**config.mk**
```make
export PLATFORM = sky130hd
export DESIGN_NAME = mixcolumns_pipe
export DESIGN_NICKNAME = d
export VERILOG_FILES = /design/src/rtl/mixcolumns_pipe.sv
export SDC_FILE = /design/constraint.sdc
export NUM_CORES = 1
export LEC_CHECK = 0
export CORE_AREA = 4 4 193 195
export CTS_CLUSTER_SIZE = 25
export DETAILED_ROUTE_END_ITERATION = 6
export DIE_AREA = 0 0 197 199
export GPL_TIMING_DRIVEN = 0
export PLACE_DENSITY = 0.82
export SYNTH_ARGS = -nofsm -noshare
export SYNTH_HDL_FRONTEND = slang
export SYNTH_SLANG_ARGS = --single-unit
```
**constraint.sdc**
```tcl
create_clock -name clk -period 1.73 [get_ports clk]
set_clock_uncertainty 0.2 [all_clocks]
set_input_delay 0.346 -clock clk [delete_from_list [all_inputs] [get_ports clk]]
set_output_delay 0.346 -clock clk [all_outputs]
set_load 0.01 [all_outputs]
```
**src/rtl/mixcolumns_pipe.sv**
```systemverilog
// mixcolumns_pipe: two-stage AES MixColumns with last-round bypass and sideband tag.
// Define MIXCOLUMNS_INV_EN to add the inv input selecting InvMixColumns.
module mixcolumns_pipe #(
  parameter int TAG_W = 4
) (
  input  logic             clk,
  input  logic             rst,
  input  logic             in_valid,
  output logic             in_ready,
  input  logic [127:0]     data_in,
  input  logic             last_in,
`ifdef MIXCOLUMNS_INV_EN
  input  logic             inv,
`endif
  input  logic [TAG_W-1:0] tag_in,
  output logic             out_valid,
  input  logic             out_ready,
  output logic [127:0]     data_out,
  output logic             last_out,
  output logic [TAG_W-1:0] tag_out,
  output logic [15:0]      blk_count
);
  typedef logic [15:0][7:0] st_t;
  function automatic logic [7:0] xt(input logic [7:0] b);
    return {b[6:0], 1'b0} ^ (b[7] ? 8'h1b : 8'h00);
  endfunction
  // coefficient for a_j in row i, indexed by (j - i) mod 4
  function automatic logic [3:0] cf(input logic iv, input logic [1:0] d);
    return iv ? (d == 2'd0 ? 4'he : d == 2'd1 ? 4'hb : d == 2'd2 ? 4'hd : 4'h9)
              : (d == 2'd0 ? 4'h2 : d == 2'd1 ? 4'h3 : 4'h1);
  endfunction
  function automatic logic [7:0] gm(input logic [3:0] k, input logic [7:0] b1, input logic [7:0] b2,
                                    input logic [7:0] b4, input logic [7:0] b8);
    return ({8{k[0]}} & b1) ^ ({8{k[1]}} & b2) ^ ({8{k[2]}} & b4) ^ ({8{k[3]}} & b8);
  endfunction
  st_t din, mix, m4, m8;
  st_t s1_b_q, s1_b_d, s1_x2_q, s1_x2_d, data_out_q, data_out_d;
  logic en, inv_s;
  logic s1_valid_q, s1_valid_d, s1_last_q, s1_last_d, out_valid_q, out_valid_d, last_out_q, last_out_d;
  logic [TAG_W-1:0] s1_tag_q, s1_tag_d, tag_out_q, tag_out_d;
  logic [15:0] blk_count_q, blk_count_d;
`ifdef MIXCOLUMNS_INV_EN
  st_t s1_x4_q, s1_x4_d, s1_x8_q, s1_x8_d;
  logic s1_inv_q, s1_inv_d;
  assign m4 = s1_x4_q;
  assign m8 = s1_x8_q;
  assign inv_s = s1_inv_q;
  always_comb begin
    s1_inv_d = en ? inv : s1_inv_q;
    s1_x4_d = s1_x4_q;
    s1_x8_d = s1_x8_q;
    for (int k = 0; k < 16; k++) begin
      s1_x4_d[k] = en ? xt(xt(din[k])) : s1_x4_q[k];
      s1_x8_d[k] = en ? xt(xt(xt(din[k]))) : s1_x8_q[k];
    end
  end
  always_ff @(posedge clk) begin
    if (rst) begin
      s1_inv_q <= 1'b0;
      s1_x4_q <= '0;
      s1_x8_q <= '0;
    end else begin
      s1_inv_q <= s1_inv_d;
      s1_x4_q <= s1_x4_d;
      s1_x8_q <= s1_x8_d;
    end
  end
`else
  assign m4 = '0;
  assign m8 = '0;
  assign inv_s = 1'b0;
`endif
  assign din = data_in;
  assign en = !out_valid_q | out_ready;
  assign in_ready = en;
  always_comb begin
    s1_valid_d = en ? in_valid : s1_valid_q;
    s1_last_d = en ? last_in : s1_last_q;
    s1_tag_d = en ? tag_in : s1_tag_q;
    s1_b_d = en ? din : s1_b_q;
    s1_x2_d = s1_x2_q;
    for (int k = 0; k < 16; k++) s1_x2_d[k] = en ? xt(din[k]) : s1_x2_q[k];
  end
  // byte n of the state (column n/4, row n%4) sits at packed index 15-n
  always_comb begin
    mix = '0;
    for (int c = 0; c < 4; c++)
      for (int i = 0; i < 4; i++)
        for (int j = 0; j < 4; j++)
          mix[15-4*c-i] = mix[15-4*c-i] ^ gm(cf(inv_s, 2'(j - i)), s1_b_q[15-4*c-j],
                                             s1_x2_q[15-4*c-j], m4[15-4*c-j], m8[15-4*c-j]);
  end
  always_comb begin
    out_valid_d = en ? s1_valid_q : out_valid_q;
    data_out_d = en ? (s1_last_q ? s1_b_q : mix) : data_out_q;
    last_out_d = en ? s1_last_q : last_out_q;
    tag_out_d = en ? s1_tag_q : tag_out_q;
    blk_count_d = blk_count_q + {15'd0, out_valid_q & out_ready};
  end
  always_ff @(posedge clk) begin
    if (rst) begin
      s1_valid_q <= 1'b0;
      s1_last_q <= 1'b0;
      s1_tag_q <= '0;
      s1_b_q <= '0;
      s1_x2_q <= '0;
      out_valid_q <= 1'b0;
      data_out_q <= '0;
      last_out_q <= 1'b0;
      tag_out_q <= '0;
      blk_count_q <= '0;
    end else begin
      s1_valid_q <= s1_valid_d;
      s1_last_q <= s1_last_d;
      s1_tag_q <= s1_tag_d;
      s1_b_q <= s1_b_d;
      s1_x2_q <= s1_x2_d;
      out_valid_q <= out_valid_d;
      data_out_q <= data_out_d;
      last_out_q <= last_out_d;
      tag_out_q <= tag_out_d;
      blk_count_q <= blk_count_d;
    end
  end
  assign out_valid = out_valid_q;
  assign data_out = data_out_q;
  assign last_out = last_out_q;
  assign tag_out = tag_out_q;
  assign blk_count = blk_count_q;
endmodule

```
==> results of run 1 <==
-- cell families (layout without fill, tap and decap cells) --
kind of cell,after synthesis,in the layout
XOR/XNOR,367,367
multiplexers,31,31
buffers and inverters,196,540
flip-flops,332,332
adder cells (fa/ha/maj),3,3
AND/OR/NAND/NOR,634,634
AO/OA/AOI/OAI,436,436
-- power groups by stage --
stage          registers [W]  logic (W)  clock network (W)
3_3_place_gp         0.00922    0.00592                  0
2_1_floorplan        0.00929    0.00348                  0
5_1_grt              0.00931    0.00641            0.00817
3_5_place_dp         0.00925    0.00603                  0
4_1_cts              0.00916    0.00583            0.00786
6_report             0.00924    0.00602            0.00784
-- synthesized netlist by cell type (9+ instances only) --
cell type | count | area [sq um]
dfxtp_1 | 332 | 6650
nand2_1 | 287 | 1080
xnor2_1 | 251 | 2200
a21oi_1 | 236 | 1180
nor2_1 | 186 | 698
clkbuf_1 | 128 | 480
a211oi_1 | 83 | 623
nor3_1 | 66 | 330
o21a_1 | 65 | 488
xnor3_1 | 60 | 1350
buf_2 | 52 | 260
xor2_1 | 49 | 429
mux2i_1 | 30 | 300
nand3_1 | 28 | 140
nand3b_1 | 28 | 210
o21ai_0 | 24 | 120
a21o_1 | 21 | 158
nor2b_1 | 13 | 81.3
or3_1 | 9 | 56.3
-- metal layers --
metal,vias up,part of all wire [%],routed length (microns)
met5,-,0,0
met4,0,4.0,2540
met1,7610,40,25400
met3,159,9.9,6280
li1,7315,-,-
met2,924,46,29400
-- metrics by stage --
step	total power [W]	setup slack (ps)	utilization, %	instances
global placement	0.0151	-1560	58.6	2747
finish	0.0231	-272	65.0	2804
CTS	0.0228	-364	63.4	2806
global route	0.0239	-296	65.0	2804
floorplan	0.0128	-20.9	-	1999
detailed placement	0.0153	-1580	58.6	2747
-- timing repair --
item                       CTS  global route
setup endpoints to repair  482           379
gates resized for setup    451           327
pin swaps                   14            28
buffers inserted            12            11
-- cell type report --
class / instances / area share (%)
sequential: 332 / 29.4
clock buffer: 52 / 4.76
buffer: 164 / 5.49
inverter: 4 / 0.0870
tap: 461 / 2.51
timing repair buffer: 308 / 12.3
clock inverter: 12 / 0.430
multi-input combinational: 1471 / 45.0
-- registers in the layout, indices dropped and copies added, names as in the netlist --
name,count
s1_b_q,64
blk_count,16
s1_tag_q,4
last_out,1
data_out,128
out_valid,1
s1_x2_q,112
s1_last_q,1
tag_out,4
s1_valid_q,1
-- worst max-delay path by stage --
stage | start | endpoint | cells past startpoint
final | out_valid$_SDFFE_PP0P_ | in_ready | 5
after global routing | out_valid$_SDFFE_PP0P_ | in_ready | 5
after CTS | out_valid$_SDFFE_PP0P_ | in_ready | 6
after detailed placement | out_ready | in_ready | 7
after global placement | out_ready | in_ready | 7
after floorplan | out_valid$_SDFFE_PP0P_ | blk_count[12]$_SDFF_PP0_ | 7
-- worst register-to-register path, delay by kind of cell, from the launching register on --
family          cells  cell delay (ps)
fa+ha+maj           2              280
simple gates        3              630
flops               1              340
compound gates      1              140
buf+inv             2              270
==> impl_metrics.tcl, run 1 <==
set metrics [dict create \
    worst-path-buf-inv 4 \
    synth.mux.area_fraction_pct 1.80 \
    drive_gt1_share_pct 18.2 \
    grt_pass1_vias 16000 \
    path_delay_family "buffers and inverters" \
    fin_crit_ps 2000 \
    required_ps 1180 \
    first_pass_iters 6 \
    power_leakage_nw 9.71 \
    ys_types 36 \
    hold_depth 3 \
    pin_count 288 \
    startpoint_type "flop" \
    rsz0062_at_grt "true" \
    cts_hold_buf 0 \
    postLayoutCellArea_sq_um 23000 \
    p_int_w 0.0162 \
    cts_root_buffer "clkbuf_16" \
    violations "negative setup slack" \
    cts_tree "built" \
    crit-reg2reg-launch "out_valid$_SDFFE_PP0P_" \
    slowest_delay_ps 340 \
    slew_headroom_pct 63.9 \
    route.detailed.drc 0 \
    p_seq_share_pct 40.0 \
    path_clk_slew_ps 60 \
    start_util_pct 48.8 \
    critPathCaptureType "output pin" \
    dpl.hpwl_microns 46200 \
    post_dp_cell_area_sq_um 20800 \
    worstPathMaxFanout 4 \
    worst_hold_startpoint "data_in[53]" \
    hold_class "input port to flop" \
    ys_seq_area_share_pct 38.5 \
    core_region_area_sq_um 35400 \
    area_growth_pct 33.1 \
    synth_compound_area_share_pct 15.2 \
    synth-seq-cells 332 \
    synthSimpleGateAreaFrac_pct 15.8 \
    final_common_cell "nand2_1" \
    use_met1_pct 40.7 \
    worstPathCellList "nor2b_4, buf_6, inv_6, clkbuf_16, buf_6" \
    cap_violations 0 \
    tns_ps -10250 \
    detail-route-antenna-nets 0 \
    gr-usage-met3_pct 6.01 \
    synth_nets 2139 \
    finalWirelength_microns 63600 \
    gp_congestion 0.932 \
    multiInputGateArea_sq_um 10300 \
    seqCellArea_sq_um 6760 \
    fillers 2936 \
    synth_cells 1999 \
    synth_edf_count 0 \
    cts_sinks 332 \
    ir_drop_uv 797 \
    r2r_cells 8 \
    synthXorXnorAreaFrac_pct 23.8 \
    fin_ws_ps -272 \
    period_share_pct 116 \
    synth_fa_ha_area_share_pct 0.217 \
    timing.final.hold_violations 0 \
    worstReg2RegEnd "blk_count[8]$_SDFF_PP0_" \
    finalMaxSlewViolations 0 \
    rows 69 \
    p_comb_share_pct 26.1 \
    clock.fmax_mhz 500 \
    routedWlPerCell_microns 22.7 \
    via_per_inst 5.71 \
    hold_end "s1_x2_q[54]$_SDFFE_PP0P_" \
    crit_type "flop to output pin" \
    regToRegSetupSlack_ps -200 \
    portBuffers 287 \
    top_usage_layer "met2" \
    setup_violations 130 \
    use_met2_pct 50.6 \
    dieArea_sq_um 39200 \
    htree_levels 2 \
    avgSynthCellArea_sq_um 8.64 \
    overflow 0 \
    cp_common_cell "buf_6" \
    die-height_microns 199 \
    nets 2459 \
    worstMarginPinSlew_ps 542 \
    die_x_microns 197 \
    p_switching_w 0.00693 \
    grt_start_max_net_pins 14 \
    p_per_area_nw_per_um2 1000 \
    grtUsageTotal_pct 30.8 \
    max-clock-path-buffers 3 \
    num_vias 16000 \
    synthArstFlopShare_pct 0 \
    grt_pass1_wl_microns 93600 \
    syn_area_sq_um 17300 \
    synth_top_family_by_area "XOR/XNOR gates" \
    status "finished, violations left" \
    crit_arrival_ps 1460 \
    drt_iter0_drc 1469 \
    yosysWarnings 0 \
    clkPwrFrac_pct 33.9 \
    antenna_found_initial 0 \
    ys.flop_type "dfxtp_1" \
    cts_made_buffers 38 \
    holdWs_ps 159 \
    most-common-layout-cells "287 x nand2_1, 265 x dfxtp_1, 241 x xnor2_1" \
    cp_slowest_cell "dfxtp_2" \
    p_sw_share_pct 30.0 \
    num_antenna_cells 0 \
    insertion_delay_ps 540 \
]
Power figures use the tool's default switching activity.
==> run 2: changes to the inputs <==
--- a/config.mk
+++ b/config.mk
@@ -11,6 +11,8 @@
 export DIE_AREA = 0 0 197 199
 export GPL_TIMING_DRIVEN = 0
 export PLACE_DENSITY = 0.82
+export SETUP_SLACK_MARGIN = 0.2
+export SLEW_MARGIN = 20
 export SYNTH_ARGS = -nofsm -noshare
 export SYNTH_HDL_FRONTEND = slang
 export SYNTH_SLANG_ARGS = --single-unit
==> run 2 against run 1 <==
Sequential share of layout area fell by 4.2 points. Final cell count rose by 5.2%. Critical path type is now flop to flop. Setup slack got worse by 640 ps. The flow finishes with violations (design-rule violations, negative setup slack). Register-to-register slack got worse by 720 ps.
==> impl_metrics.tcl, run 2 (same netlist as run 1, synthesis figures left out) <==
set metrics [dict create \
    insertion_delay_ps 570 \
    rows 69 \
    dieArea_sq_um 39200 \
    p_per_area_nw_per_um2 933 \
    crit_arrival_ps 2860 \
    nets 2602 \
    drt_iter0_drc 2991 \
    startpoint_type "flop" \
    fin_ws_ps -917 \
    post_dp_cell_area_sq_um 21000 \
    regToRegSetupSlack_ps -920 \
    grtUsageTotal_pct 31.7 \
    finish.utilization_pct 77.9 \
    pin_count 288 \
    cts_made_buffers 37 \
    route.detailed.drc 5 \
    hold_class "input port to flop" \
    die_x_microns 197 \
    area_growth_pct 59.7 \
    antenna_found_initial 4 \
    status "finished, violations left" \
    fillers 1833 \
    placed_cells 2747 \
    gp_congestion 0.954 \
    core_region_area_sq_um 35400 \
    required_ps 1940 \
    finalWirelength_microns 90100 \
    slew_headroom_pct 31.5 \
    dpl.hpwl_microns 45700 \
    final_common_cell "xnor2_1" \
    cts_hold_buf 0 \
    cts_root_buffer "clkbuf_16" \
    cts_tree "built" \
    path_clk_slew_ps 70 \
    seqCellArea_sq_um 6940 \
    drive_gt1_share_pct 43.4 \
    rsz0062_at_grt "true" \
    pre_cts_ws_ps -1320 \
    routedWlPerCell_microns 30.5 \
    worstPathMaxFanout 10 \
    num_vias 19500 \
    grt_pass1_wl_microns 96200 \
    clock.fmax_mhz 378 \
    crit_type "flop to flop" \
    timing.final.hold_violations 0 \
    detail-route-antenna-nets 0 \
    overflow 0 \
    finalMaxSlewViolations 0 \
    start_util_pct 48.8 \
    cts_sinks 332 \
    htree_levels 2 \
    multiInputGateArea_sq_um 12000 \
    grt_pass1_vias 16300 \
    power_leakage_nw 11.5 \
    first_pass_iters 7 \
    max-clock-path-buffers 3 \
    fin_crit_ps 2650 \
    via_per_inst 6.60 \
    worstMarginPinSlew_ps 1020 \
    portBuffers 287 \
    largest_reg_flops 128 \
    most-common-layout-cells "243 x xnor2_1, 217 x nand2_1, 172 x dfxtp_1" \
    violations "design-rule violations, negative setup slack" \
    period_share_pct 153 \
    die-height_microns 199 \
    stdcell_count 2950 \
    cap_violations 0 \
    critPathCaptureType "flop" \
    ir_drop_uv 712 \
    holdWs_ps 137 \
    postLayoutCellArea_sq_um 27600 \
    setup_violations 336 \
    grt_start_max_net_pins 15 \
]
-- run 2: area by class of cell --
cell class                      count  share of cell area, %
Tap cell                          461                   2.09
Clock inverter                     10                  0.399
Antenna cell                        2                 0.0181
Buffer                            192                   7.26
Clock buffer                       54                   3.80
Sequential cell                   332                   25.2
Timing Repair Buffer              424                   17.8
Multi-Input combinational cell   1471                   43.4
Inverter                            4                 0.0635
-- run 2: worst max-delay path, cell delays in order, from the launching register on --
cell	delay [ps]
dfxtp_4	420
nor2b_4	180
buf_6	170
inv_4	100
buf_6	140
buf_6	130
buf_12	130
buf_4	130
buf_8	140
nor2_1	620
a211oi_2	110
-- run 2: per-stage QoR --
step | total power, W | TNS (ps)
finish | 0.0257 | -141140
global route | 0.0261 | -138190
CTS | 0.0233 | -78790
detailed placement | 0.0153 | -356250
global placement | 0.0152 | -350420
floorplan | 0.0128 | 0
-- run 2: routing by layer --
metal	vias to the layer above	track usage, %	part of all wire, %
li1	7613	-	-
met1	9005	40.2	32
met2	2021	52.5	42
met3	838	5.91	15
met4	6	14.9	11
met5	-	0	0.12
-- run 2: power breakdown --
| group | internal [W] | total, W | leakage (nW) | switching (W) |
|---|---|---|---|---|
| combinational | 0.00407 | 0.00804 | 8.07 | 0.00396 |
| clock | 0.00451 | 0.00816 | 0.569 | 0.00364 |
| sequential | 0.00855 | 0.00954 | 2.82 | 0.000991 |
| total | 0.0171 | 0.0257 | 11.5 | 0.00860 |
-- run 2: path summary, 6_finish.rpt --
check                                        startpoint                        to  cells past startpoint
worst max-delay path             out_valid$_SDFFE_PP0P_  s1_x2_q[67]$_SDFFE_PP0P_                     10
worst min-delay path                        data_in[45]  s1_x2_q[46]$_SDFFE_PP0P_                      3
worst max register to register   out_valid$_SDFFE_PP0P_  s1_x2_q[67]$_SDFFE_PP0P_                     10
worst min register to register  tag_out[3]$_SDFFE_PP0P_   tag_out[3]$_SDFFE_PP0P_                      2
-- run 2: timing repair --
item,in CTS,in global routing
cloned,9,31
endpoints found under the setup margin,483,483
setup buffers,15,82
resized for setup,395,1370
pin swaps,13,84
